==> config.mk <==
export PLATFORM = sky130hd
export DESIGN_NAME = ncl_pipeline_n
export DESIGN_NICKNAME = d
export VERILOG_FILES = /design/src/rtl/ncl_pkg.sv /design/src/rtl/ncl_pipeline_n_if.sv /design/src/rtl/ncl_stage.sv /design/src/rtl/ncl_pipeline_n.sv
export SDC_FILE = /design/constraint.sdc
export NUM_CORES = 1
export LEC_CHECK = 0
export BUFFER_PORTS_ARGS = -buffer_cell sky130_fd_sc_hd__buf_2
export CAP_MARGIN = 30
export CORE_ASPECT_RATIO = 0.6
export CORE_MARGIN = 1.5
export CORE_UTILIZATION = 45
export DETAILED_ROUTE_END_ITERATION = 7
export MAX_ROUTING_LAYER = met4
export PLACE_DENSITY = 0.66
export SLEW_MARGIN = 20
export SYNTH_ARGS = -nofsm -noshare
export SYNTH_HDL_FRONTEND = slang
export SYNTH_SLANG_ARGS = --single-unit
export TNS_END_PERCENT = 5
==> constraint.sdc <==
create_clock -name clk -period 2.3 [get_ports clk]
set_input_delay 0.46 -clock clk [delete_from_list [all_inputs] [get_ports clk]]
set_output_delay 0.46 -clock clk [all_outputs]
set_load 0.1 [all_outputs]
==> src/rtl/ncl_pkg.sv <==
// NCL dual-rail code points and digit helpers
// shared by the pipeline stages and top level
package ncl_pkg;

  localparam logic [1:0] NCL_NULL    = 2'b00;
  localparam logic [1:0] NCL_DATA0   = 2'b01;
  localparam logic [1:0] NCL_DATA1   = 2'b10;
  localparam logic [1:0] NCL_ILLEGAL = 2'b11;

  function automatic logic digit_null(
    input logic [1:0] d
  );
    return d == NCL_NULL;
  endfunction

  function automatic logic digit_data(
    input logic [1:0] d
  );
    return (d == NCL_DATA0) || (d == NCL_DATA1);
  endfunction

  function automatic logic digit_illegal(
    input logic [1:0] d
  );
    return d == NCL_ILLEGAL;
  endfunction

endpackage

==> src/rtl/ncl_pipeline_n_if.sv <==
// Dual-rail channel: rails flow forward,
// completion (ack) flows back to the producer
interface ncl_pipeline_n_if #(
  parameter int WIDTH = 4
);

  logic [2*WIDTH-1:0] rails;
  logic               ack;

  modport master (
    output rails,
    input  ack
  );

  modport slave (
    input  rails,
    output ack
  );

endinterface

==> src/rtl/ncl_stage.sv <==
// One NCL register stage: a C-element per rail
// plus a completion register for the whole digit set
module ncl_stage
  import ncl_pkg::*;
#(
  parameter int WIDTH = 4
) (
  input  logic          clk,
  input  logic          init_n,
  ncl_pipeline_n_if.slave  up,
  ncl_pipeline_n_if.master dn
);

  localparam int RW = 2 * WIDTH;

  logic [RW-1:0] rail_q;
  logic [RW-1:0] rail_d;
  logic          comp_q;
  logic          comp_d;
  logic          en;
  logic          all_data;
  logic          all_null;

  // downstream completion gates which phase we accept
  assign en = ~dn.ack;

  // rail follows prev when prev agrees with en, else holds
  always_comb begin
    rail_d = (up.rails & {RW{en}})
           | (rail_q & (up.rails | {RW{en}}));
  end

  // completion: set on full DATA, clear on full NULL
  always_comb begin
    all_data = 1'b1;
    all_null = 1'b1;
    for (int i = 0; i < WIDTH; i++) begin
      if (digit_null(rail_q[2*i +: 2])) begin
        all_data = 1'b0;
      end else begin
        all_null = 1'b0;
      end
    end
    comp_d = comp_q;
    if (all_data) begin
      comp_d = 1'b1;
    end else if (all_null) begin
      comp_d = 1'b0;
    end
  end

  // stage state register
  always_ff @(posedge clk) begin
    if (!init_n) begin
      rail_q <= '0;
      comp_q <= 1'b0;
    end else begin
      rail_q <= rail_d;
      comp_q <= comp_d;
    end
  end

  assign dn.rails = rail_q;
  assign up.ack   = comp_q;

endmodule

==> src/rtl/ncl_pipeline_n.sv <==
// DEPTH-stage NCL pipeline with illegal-code
// detection and a delivered-wavefront counter
module ncl_pipeline_n
  import ncl_pkg::*;
#(
  parameter int WIDTH = 4,
  parameter int DEPTH = 4,
  parameter int CNT_W = 16
) (
  input  logic               clk,
  input  logic               init_n,
  input  logic [2*WIDTH-1:0] in_data,
  output logic               in_ack,
  output logic [2*WIDTH-1:0] out_data,
  input  logic               out_ack,
  output logic               illegal,
  output logic [CNT_W-1:0]   wave_cnt
);

  if (WIDTH < 1 || DEPTH < 2) begin : g_bad_cfg
    $error("ncl_pipeline_n: WIDTH>=1 and DEPTH>=2");
  end

  // link s feeds stage s; link DEPTH is the output
  ncl_pipeline_n_if #(.WIDTH(WIDTH)) ch [DEPTH+1] ();

  assign ch[0].rails   = in_data;
  assign ch[DEPTH].ack = out_ack;

  for (genvar s = 0; s < DEPTH; s++) begin : g_stage
    ncl_stage #(
      .WIDTH(WIDTH)
    ) u_stage (
      .clk   (clk),
      .init_n(init_n),
      .up    (ch[s]),
      .dn    (ch[s+1])
    );
  end

  logic [2*WIDTH-1:0] out_rails;
  logic               comp_last;
  logic               out_full;
  logic               in_bad;
  logic               illegal_q;
  logic               illegal_d;
  logic [CNT_W-1:0]   wave_cnt_q;
  logic [CNT_W-1:0]   wave_cnt_d;

  assign out_rails = ch[DEPTH].rails;
  assign comp_last = ch[DEPTH-1].ack;

  // last stage completion rises next edge when full
  // and not yet complete; count that rise
  always_comb begin
    out_full = 1'b1;
    for (int i = 0; i < WIDTH; i++) begin
      if (digit_null(out_rails[2*i +: 2])) begin
        out_full = 1'b0;
      end
    end
    wave_cnt_d = wave_cnt_q;
    if (out_full && !comp_last) begin
      wave_cnt_d = wave_cnt_q + CNT_W'(1);
    end
  end

  // sticky flag for any 11 digit on the input
  always_comb begin
    in_bad = 1'b0;
    for (int i = 0; i < WIDTH; i++) begin
      if (digit_illegal(in_data[2*i +: 2])) begin
        in_bad = 1'b1;
      end
    end
    illegal_d = illegal_q | in_bad;
  end

  // top-level status registers
  always_ff @(posedge clk) begin
    if (!init_n) begin
      illegal_q  <= 1'b0;
      wave_cnt_q <= '0;
    end else begin
      illegal_q  <= illegal_d;
      wave_cnt_q <= wave_cnt_d;
    end
  end

  // outputs forced quiet while init_n is held low
  assign in_ack   = ch[0].ack & init_n;
  assign out_data = out_rails & {(2*WIDTH){init_n}};
  assign illegal  = illegal_q;
  assign wave_cnt = wave_cnt_q;

endmodule

# After elaboration in Yosys (flattened, before gate mapping)
# Index checks and enable logic that the tools add are counted.
classes:
  n_addsub: 1
  mul: 0
  div_mod_pow: 0
  magnitude_cmp: 0
  eq_ne: 4
  n_shift: 0
  n_mux: 44
  n_bitwise: 23
  n_reduce_logical: 22
ops:
  columns: ["operator", "count"]
  rows:
  - ["$and 8x8->8", 9]
  - ["$or 8x8->8", 8]
  - ["$mux 1", 44]
  - ["$logic_not 2->1", 16]
  - ["$add 16x1->16 const B", 1]
  - ["$eq 2x2->1 const B", 4]
  - ["$reduce_bool 2->1", 4]
  - ["$not 1->1", 4]
  - ["$and 1x1->1", 1]
  - ["$logic_and 1x1->1", 1]
  - ["$logic_not 1->1", 1]
  - ["$or 1x1->1", 1]
totals:
  reg_bits: 53
  latch_bits: 0
  ram_bits: 0
  rom_bits: 0
  output_inout_bits: 26
  elab_cells: 104
  n_memories: 0

# Depth between registers and ports, before layout
# Gate-level depths: netlist of run 1.
logic_depth:
  depth_word: 7
  mapped_depth: 5
  depth_no_buf: 5

# Hierarchy
# Synthesis of run 1 repeated with hierarchy kept, for this count alone.
unflattened:
  cells_unflattened: 240
  area_unflattened_um2: 2399.8
modules_own_cells:
  columns: ["mod", "n_inst", "cells_per_inst", "area_each_um2"]
  rows:
  - ["ncl_stage", 4, 34, 372.9]
  - ["ncl_pipeline_n", 1, 104, 908.4]

# Worst setup path before layout of run 1
# No wires, ideal clock.
synth_timing:
  path_type: "register to register"
  start: "register wave_cnt_q[0] (netlist: wave_cnt[0])"
  end: "register wave_cnt_q[10] (netlist: wave_cnt[10])"
  setup_time_ns: 0.070
  arrival_time_ns: 2.382
  t_required_ns: 2.230
  path_slack_ns: -0.152
  path_stages_with_launch: 6
  cell_sequence: "dfxtp_1 -> ha_1 -> nand4b_1 -> or4_4 -> or3_1 -> a21oi_1"
synth_via:
  elab_chain_len: 1
synth_lines:
  columns: ["item", "line_no", "rtl"]
  rows:
  - ["from (decl)", "ncl_pipeline_n.sv:47", "logic [CNT_W-1:0] wave_cnt_q;"]
  - ["from (signal assigned)", "ncl_pipeline_n.sv:86", "wave_cnt_q <= wave_cnt_d;"]
  - ["$add 16x1->16", "ncl_pipeline_n.sv:64", "wave_cnt_d = wave_cnt_q + CNT_W'(1);"]
# No other way between the ends.
# A chain may end at the register's enable or synchronous reset.

# Worst setup path after layout of run 1
layout_timing:
  start: "register g_stage[3].u_stage.rail_q[2]"
  end: "register wave_cnt_q[10] (netlist: wave_cnt[10])"
layout_via:
  elab_chain_len: 5
layout_lines:
  columns: ["item", "line_no", "rtl"]
  rows:
  - ["from (decl)", "ncl_stage.sv:16", "logic [RW-1:0] rail_q;"]
  - ["from (signal assigned)", "ncl_stage.sv:58", "rail_q <= rail_d;"]
  - ["$logic_not 2->1", "ncl_pkg.sv:13", "return d == NCL_NULL;"]
  - ["$mux 1 (3 in series)", "ncl_pipeline_n.sv:58", "if (digit_null(out_rails[2*i +: 2])) begin"]
  - ["$logic_and 1x1->1", "ncl_pipeline_n.sv:63", "if (out_full && !comp_last) begin"]
# No other way between the ends.

==> impl_metrics.json, run 1 <==
{
  "holdPathEnd": "g_stage[0].u_stage.dn.rails[2]",
  "max_freq_mhz": 533,
  "path_class": "reg -> reg",
  "wl_per_cell_um": 13.2,
  "worst_r2r_path_depth": 5,
  "hold_viol_final": 0,
  "async_flop_share_pct": 0,
  "die_w_um": 95.0,
  "critical_path_required_ps": 2540,
  "first_pass_grt_wire_length_mm": 8.70,
  "start_util_pct": 48.3,
  "layout.nets": 341,
  "r2r_slack_ps": 420,
  "first_pass_iters": 4,
  "leakagePower_nw": 1.04,
  "final_period_minus_worst_setup_slack_ps": 1880,
  "initial_antenna_violation_count": 0,
  "hold-path-cell-count": 3,
  "holdCritStartpoint": "in_data[2]",
  "synthesis.instances": 294,
  "routed_via_density": 5.37,
  "avgSynthCellArea_sq_um": 7.78,
  "area_growth_pct": 14.4,
  "die_area_sq_um": 5530,
  "pin_count_of_the_biggest_net_entering_global_routing": 52,
  "worst_pin_slew_ps": 650,
  "post_cts.repair.setup_buffers": 0,
  "worst-endpoint-arrival_ps": 2120,
  "core_area_sq_um": 4730,
  "antenna_cells": 0,
  "grt_setup_unrepaired": "false",
  "timing.critical_path.slowest_cell_delay_ps": 550,
  "synth_area_sq_um": 2290,
  "synth-seq-cells": 53,
  "number_of_buffers_inserted_during_clock_tree_synthesis": 5,
  "setup.worst_path.start_class": "register",
  "io_pins": 37,
  "vertical_extent_of_the_die_um": 58.2,
  "peakVddDrop_mv": 0.361,
  "timing.critical_path.slowest_stage_cell": "sky130_fd_sc_hd__or4_4",
  "synth_edf_count": 0,
  "setup-tns-final_ps": 0,
  "std_cell_rows": 19,
  "clk-insertion-delay-late_ps": 300,
  "synthesis.nets": 306,
  "final-setup-viol-count": 0,
  "synth_warnings": 0,
  "post_cts_resize_count": 0,
  "final_cell_mix": "sky130_fd_sc_hd__nor2_1, sky130_fd_sc_hd__dfxtp_1, sky130_fd_sc_hd__a21oi_1",
  "tritoncts": "yes",
  "post_synth_main_area_contributors": "sky130_fd_sc_hd__dfxtp_1, sky130_fd_sc_hd__nor2_1, sky130_fd_sc_hd__a21oi_1",
  "outcome": "finished clean",
  "synth_flop_cell": "sky130_fd_sc_hd__dfxtp_1",
  "setup.worst_path.end_class": "register",
  "seq_area_frac_synth_pct": 46.4,
  "layout.cells.most_common": "sky130_fd_sc_hd__nor2_1",
  "timing.final.crit_share_pct": 81.5,
  "port-buffer-count": 36,
  "critical_path.max_fanout": 10,
  "cellPowerDensity_nw_per_um2": 756,
  "final_core_util_pct": 55.3,
  "numClockSinks": 53,
  "detail_route.iter0.violations": 131,
  "synth_top_cell_by_area": "sky130_fd_sc_hd__dfxtp_1",
  "synthDominantCellAreaShare_pct": 46.4,
  "skew_ps": 3.45,
  "cts_max_path_buffers": 2,
  "crit_chain": "o22ai_1 -> buf_4 -> or4_4 -> or3_1 -> a21oi_1",
  "totalWireLength_mm": 5.18,
  "path_clk_slew_ps": 90,
  "n_fill_cell": 441,
  "yosys.cell_types.count": 27,
  "routed-via-count": 2112,
  "r2r-end": "wave_cnt[10]",
  "maxSlewViolCount": 0,
  "worstHoldPathType": "in -> reg",
  "postCtsHoldBufs": 0,
  "place.gp.congestion": 0.859,
  "maxCapViolations": 0,
  "final_antenna_net_count": 0,
  "grtUsageTotal_pct": 21.3,
  "worst_slew_margin_rel_pct": 56.3,
  "root_buffer": "sky130_fd_sc_hd__clkbuf_8",
  "clock_tree.htree_level_count": 2,
  "drive_gt1_share_pct": 15.5,
  "dp.final_hpwl_mm": 3.71,
  "drcViolationCount": 0,
  "globalRouteOverflowTotal": 0,
  "r2r_start": "g_stage[3].u_stage.dn.rails[2]",
  "vias_in_the_first_global_route": 1726
}
critical path, delay by kind of cell, from the launching register on:
kind / cells / cell delay [ps]
flip-flops: 1 / 420
AO/OA/AOI/OAI: 2 / 290
buffers and inverters: 1 / 200
AND/OR/NAND/NOR: 2 / 910
worst max path at each step:
stage | startpoint | endpoint | slack (ps)
3_3_place_gp | g_stage[3].u_stage.dn.rails[2] | wave_cnt[10] | 530
3_5_place_dp | g_stage[3].u_stage.dn.rails[2] | wave_cnt[10] | 480
4_1_cts | g_stage[3].u_stage.dn.rails[3] | wave_cnt[10] | 460
5_1_grt | g_stage[3].u_stage.up.ack | wave_cnt[15] | 310
2_1_floorplan | wave_cnt[4] | wave_cnt[10] | 20
6_report | g_stage[3].u_stage.dn.rails[2] | wave_cnt[10] | 420
state kept, by name, indices dropped and copies added, names as in the netlist:
name and count:
g_stage.u_stage.dn.rails 32, wave_cnt 16, g_stage.u_stage.up.ack 4, illegal 1
where the power goes:
group / switching, W / total [W] / internal, W
sequential: 0.000125 / 0.00113 / 0.00100
combinational: 0.000210 / 0.000334 / 0.000124
clock: 0.000304 / 0.000515 / 0.000211
total: 0.000640 / 0.00198 / 0.00134
Yosys cell counts (2+ instances only):
master                      n
sky130_fd_sc_hd__a21oi_1   43
sky130_fd_sc_hd__and2_1    10
sky130_fd_sc_hd__and3_1     2
sky130_fd_sc_hd__and4_1     2
sky130_fd_sc_hd__clkbuf_1  11
sky130_fd_sc_hd__dfxtp_1   53
sky130_fd_sc_hd__inv_1      2
sky130_fd_sc_hd__mux2i_1    2
sky130_fd_sc_hd__nand2_1   25
sky130_fd_sc_hd__nand3_1    4
sky130_fd_sc_hd__nand4_1    3
sky130_fd_sc_hd__nand4b_1   8
sky130_fd_sc_hd__nor2_1    72
sky130_fd_sc_hd__nor3_1     5
sky130_fd_sc_hd__nor4_1     9
sky130_fd_sc_hd__o21a_1     2
sky130_fd_sc_hd__o21ai_0   13
sky130_fd_sc_hd__o21bai_1   6
sky130_fd_sc_hd__o22ai_1    7
sky130_fd_sc_hd__or3_1      2
sky130_fd_sc_hd__xnor2_1    7
metal layers:
metal	GRT usage, %	part of all wire, %
met4	5.12	0.77
met2	25.2	36
met1	34.1	57
met3	5.51	5.8
met5	-	0
final cells by class:
cell class / instances / area [sq um] / share of cell area, %
clock buffer: 5 / 68.8 / 2.63
clock inverter: 3 / 17.5 / 0.669
inverter: 3 / 11.3 / 0.430
multi-input combinational: 227 / 1170 / 44.8
sequential: 53 / 1060 / 40.7
tap: 63 / 78.8 / 3.01
timing repair buffer: 39 / 203 / 7.74
kinds of logic (layout without fill, tap and decap cells):
| family | count (synthesis) | after routing | synth area share (%) |
|---|---|---|---|
| AOI/OAI and AO/OA | 72 | 72 | 17.2 |
| xor gates and xnor gates | 8 | 8 | 3.06 |
| adders and majority gates | 1 | 1 | 0.547 |
| muxes | 2 | 2 | 0.875 |
| and+or+nand+nor | 144 | 144 | 29.6 |
| buffers and inverters | 14 | 50 | 2.30 |
| DFF | 53 | 53 | 46.4 |
per-stage QoR:
stage	area, sq um	total power [W]	hold WS (ps)	cells	setup WS [ps]
6_report	2620	0.00198	414	393	424
5_1_grt	2620	0.00210	425	393	310
4_1_cts	2620	0.00199	409	393	459
3_5_place_dp	2530	0.00148	474	385	485
3_3_place_gp	2530	0.00147	458	385	529
2_1_floorplan	2290	0.00139	445	294	16.3
No activity file was read; power rests on OpenSTA's default activity.
==> run 2, diff against run 1 <==
Settings changed: ABC_AREA set to 1, PLACE_DENSITY 0.66 to 0.68.
Clock period 2.3 ns to 1.6 ns, I/O delays scaled along.
==> impl_metrics.json, run 2 <==
{
  "synthesis.instances": 334,
  "r2r-end": "wave_cnt[10]",
  "final_cell_mix": "sky130_fd_sc_hd__nor2_1, sky130_fd_sc_hd__nand2_1, sky130_fd_sc_hd__a21oi_1",
  "synth-simple-area-share_pct": 28.5,
  "die_w_um": 95.9,
  "synth_warnings": 0,
  "area_growth_pct": 21.8,
  "cp_num_buf_inv": 1,
  "seq_area_frac_synth_pct": 45.6,
  "final_core_util_pct": 56.4,
  "drive_gt1_share_pct": 17.6,
  "worst_setup_path_startpoint": "wave_cnt[11]",
  "avgSynthCellArea_sq_um": 6.97,
  "critical_path.max_fanout": 5,
  "muxShareOfSynthArea_pct": 0,
  "hold-path-cell-count": 3,
  "maxSlewViolCount": 0,
  "final_period_minus_worst_setup_slack_ps": 1490,
  "async_flop_share_pct": 0,
  "final_critical_path_setup_slack_ps": 112,
  "leakagePower_nw": 1.26,
  "worst_slew_margin_rel_pct": 67.4,
  "globalRouteOverflowTotal": 0,
  "worst-endpoint-arrival_ps": 1170,
  "clk-insertion-delay-late_ps": 300,
  "ys_top_cells_by_count": "sky130_fd_sc_hd__nor2_1, sky130_fd_sc_hd__nand2_1, sky130_fd_sc_hd__dfxtp_1, sky130_fd_sc_hd__a21oi_1, sky130_fd_sc_hd__o21ai_0",
  "tritoncts": "yes",
  "cts_max_path_buffers": 2,
  "hold_viol_final": 0,
  "post_cts.repair.setup_buffers": 0,
  "worstHoldPathType": "in -> reg",
  "cp.depth": 1,
  "synthDominantCellAreaShare_pct": 45.6,
  "routed_via_density": 5.03,
  "worst_r2r_path_depth": 8,
  "wl_per_cell_um": 11.4,
  "drcViolationCount": 0,
  "yosys.cell_types.count": 22,
  "postCtsHoldBufs": 0,
  "synth_adder_area_share_pct": 0.537,
  "post_cts_resize_count": 0,
  "first_pass_grt_wire_length_mm": 8.73,
  "pin_count_of_the_biggest_net_entering_global_routing": 24,
  "synth_top_cell_by_area": "sky130_fd_sc_hd__dfxtp_1",
  "r2r_slack_ps": 180,
  "skew_ps": 3.64,
  "peakVddDrop_mv": 0.558,
  "post-place-ws_ps": 207,
  "synth_compound_gate_area_share_pct": 19.5,
  "number_of_buffers_inserted_during_clock_tree_synthesis": 5,
  "synth_flop_cell": "sky130_fd_sc_hd__dfxtp_1",
  "synth_area_sq_um": 2330,
  "synth_top_family_by_area": "simple AND/OR/NAND/NOR gates",
  "cellPowerDensity_nw_per_um2": 879,
  "grt_setup_unrepaired": "false",
  "totalWireLength_mm": 5.05,
  "outcome": "finished clean",
  "clock_tree.htree_level_count": 2,
  "synth_edf_count": 0,
  "initial_antenna_violation_count": 0,
  "start_util_pct": 46.3,
  "path_class": "reg -> out",
  "worst_pin_slew_ps": 492,
  "timing.critical_path.slowest_cell_delay_ps": 450,
  "synth-seq-cells": 53,
  "root_buffer": "sky130_fd_sc_hd__clkbuf_8",
  "synthesis.nets": 346,
  "power_w": 0.00249,
  "path_delay_family": "buffers and inverters",
  "max_freq_mhz": 672,
  "crit_chain": "buf_2",
  "die_area_sq_um": 5630,
  "port-buffer-count": 36,
  "vertical_extent_of_the_die_um": 58.7,
  "grtUsageTotal_pct": 20.8,
  "final-setup-viol-count": 0,
  "maxCapViolations": 0,
  "largest_register_ffs": 32,
  "yosys.cell_count.top_type": "sky130_fd_sc_hd__nor2_1",
  "setup.worst_path.start_class": "register",
  "setup.worst_path.end_class": "output pin",
  "dp.final_hpwl_mm": 3.78,
  "r2r_start": "wave_cnt[0]",
  "layout.cells.most_common": "sky130_fd_sc_hd__nor2_1",
  "layout.nets": 388,
  "routed-via-count": 2225,
  "detail_route.iter0.violations": 98,
  "std_cell_rows": 20,
  "critical_path_required_ps": 1280,
  "numClockSinks": 53,
  "timing.critical_path.slowest_stage_cell": "sky130_fd_sc_hd__buf_2",
  "timing.final.crit_share_pct": 93.0,
  "vias_in_the_first_global_route": 1860,
  "path_clk_slew_ps": 90,
  "place.gp.congestion": 0.875,
  "antenna_cells": 0,
  "io_pins": 37,
  "post_synth_main_area_contributors": "sky130_fd_sc_hd__dfxtp_1, sky130_fd_sc_hd__nor2_1, sky130_fd_sc_hd__a21oi_1",
  "synth_xor_area_share_pct": 0,
  "final_antenna_net_count": 0,
  "core_area_sq_um": 5030,
  "crit_path_end": "wave_cnt[11]",
  "first_pass_iters": 5
}
run 2: cell families (layout without fill, tap and decap cells):
kind of cell	after synthesis	in the layout
AND/OR/NAND/NOR	157	157
AO/OA/AOI/OAI	89	89
adder cells (fa/ha/maj)	1	1
flip-flops	53	53
buffers and inverters	34	76
run 2: worst min-delay path by stage:
stage,from,endpoint
floorplan,g_stage[1].u_stage.up.ack,g_stage[1].u_stage.up.ack
global placement,g_stage[1].u_stage.up.ack,g_stage[1].u_stage.up.ack
detailed placement,wave_cnt[10],wave_cnt[10]
CTS,in_data[2],g_stage[0].u_stage.dn.rails[2]
global route,in_data[7],g_stage[0].u_stage.dn.rails[7]
finish,in_data[2],g_stage[0].u_stage.dn.rails[2]
run 2: layout make-up:
cell class / instances / area [sq um]
inverters: 27 / 101
flip-flops and latches: 53 / 1070
multi-input cells: 247 / 1130
clock buffers: 7 / 86.3
repair buffers: 42 / 360
fillers: 483 / 2190
well taps: 66 / 82.6
run 2: power by group:
group | total (W) | internal, W | switching, W
Combinational | 0.000272 | 0.0000969 | 0.000176
Sequential | 0.00147 | 0.00139 | 0.0000790
Clock | 0.000756 | 0.000344 | 0.000411
run 2: layer usage:
metal  global-route usage [%]  share of wire (%)  vias up
met4                     7.77               0.79        0
met3                     4.78                6.1        4
li1                         -                  -     1192
met5                        -                  0        -
met1                     31.6                 56      971
met2                     26.0                 37       58
run 2: through the flow:
stage                     area (sq um)  hold WS, ps  std cells  setup TNS, ps
final                             2840          280        442              0
after global routing              2840          290        442              0
after CTS                         2840          270        442              0
after detailed placement          2750          463        435              0
after global placement            2750          453        435              0
after floorplan                   2340          444        334          -2520
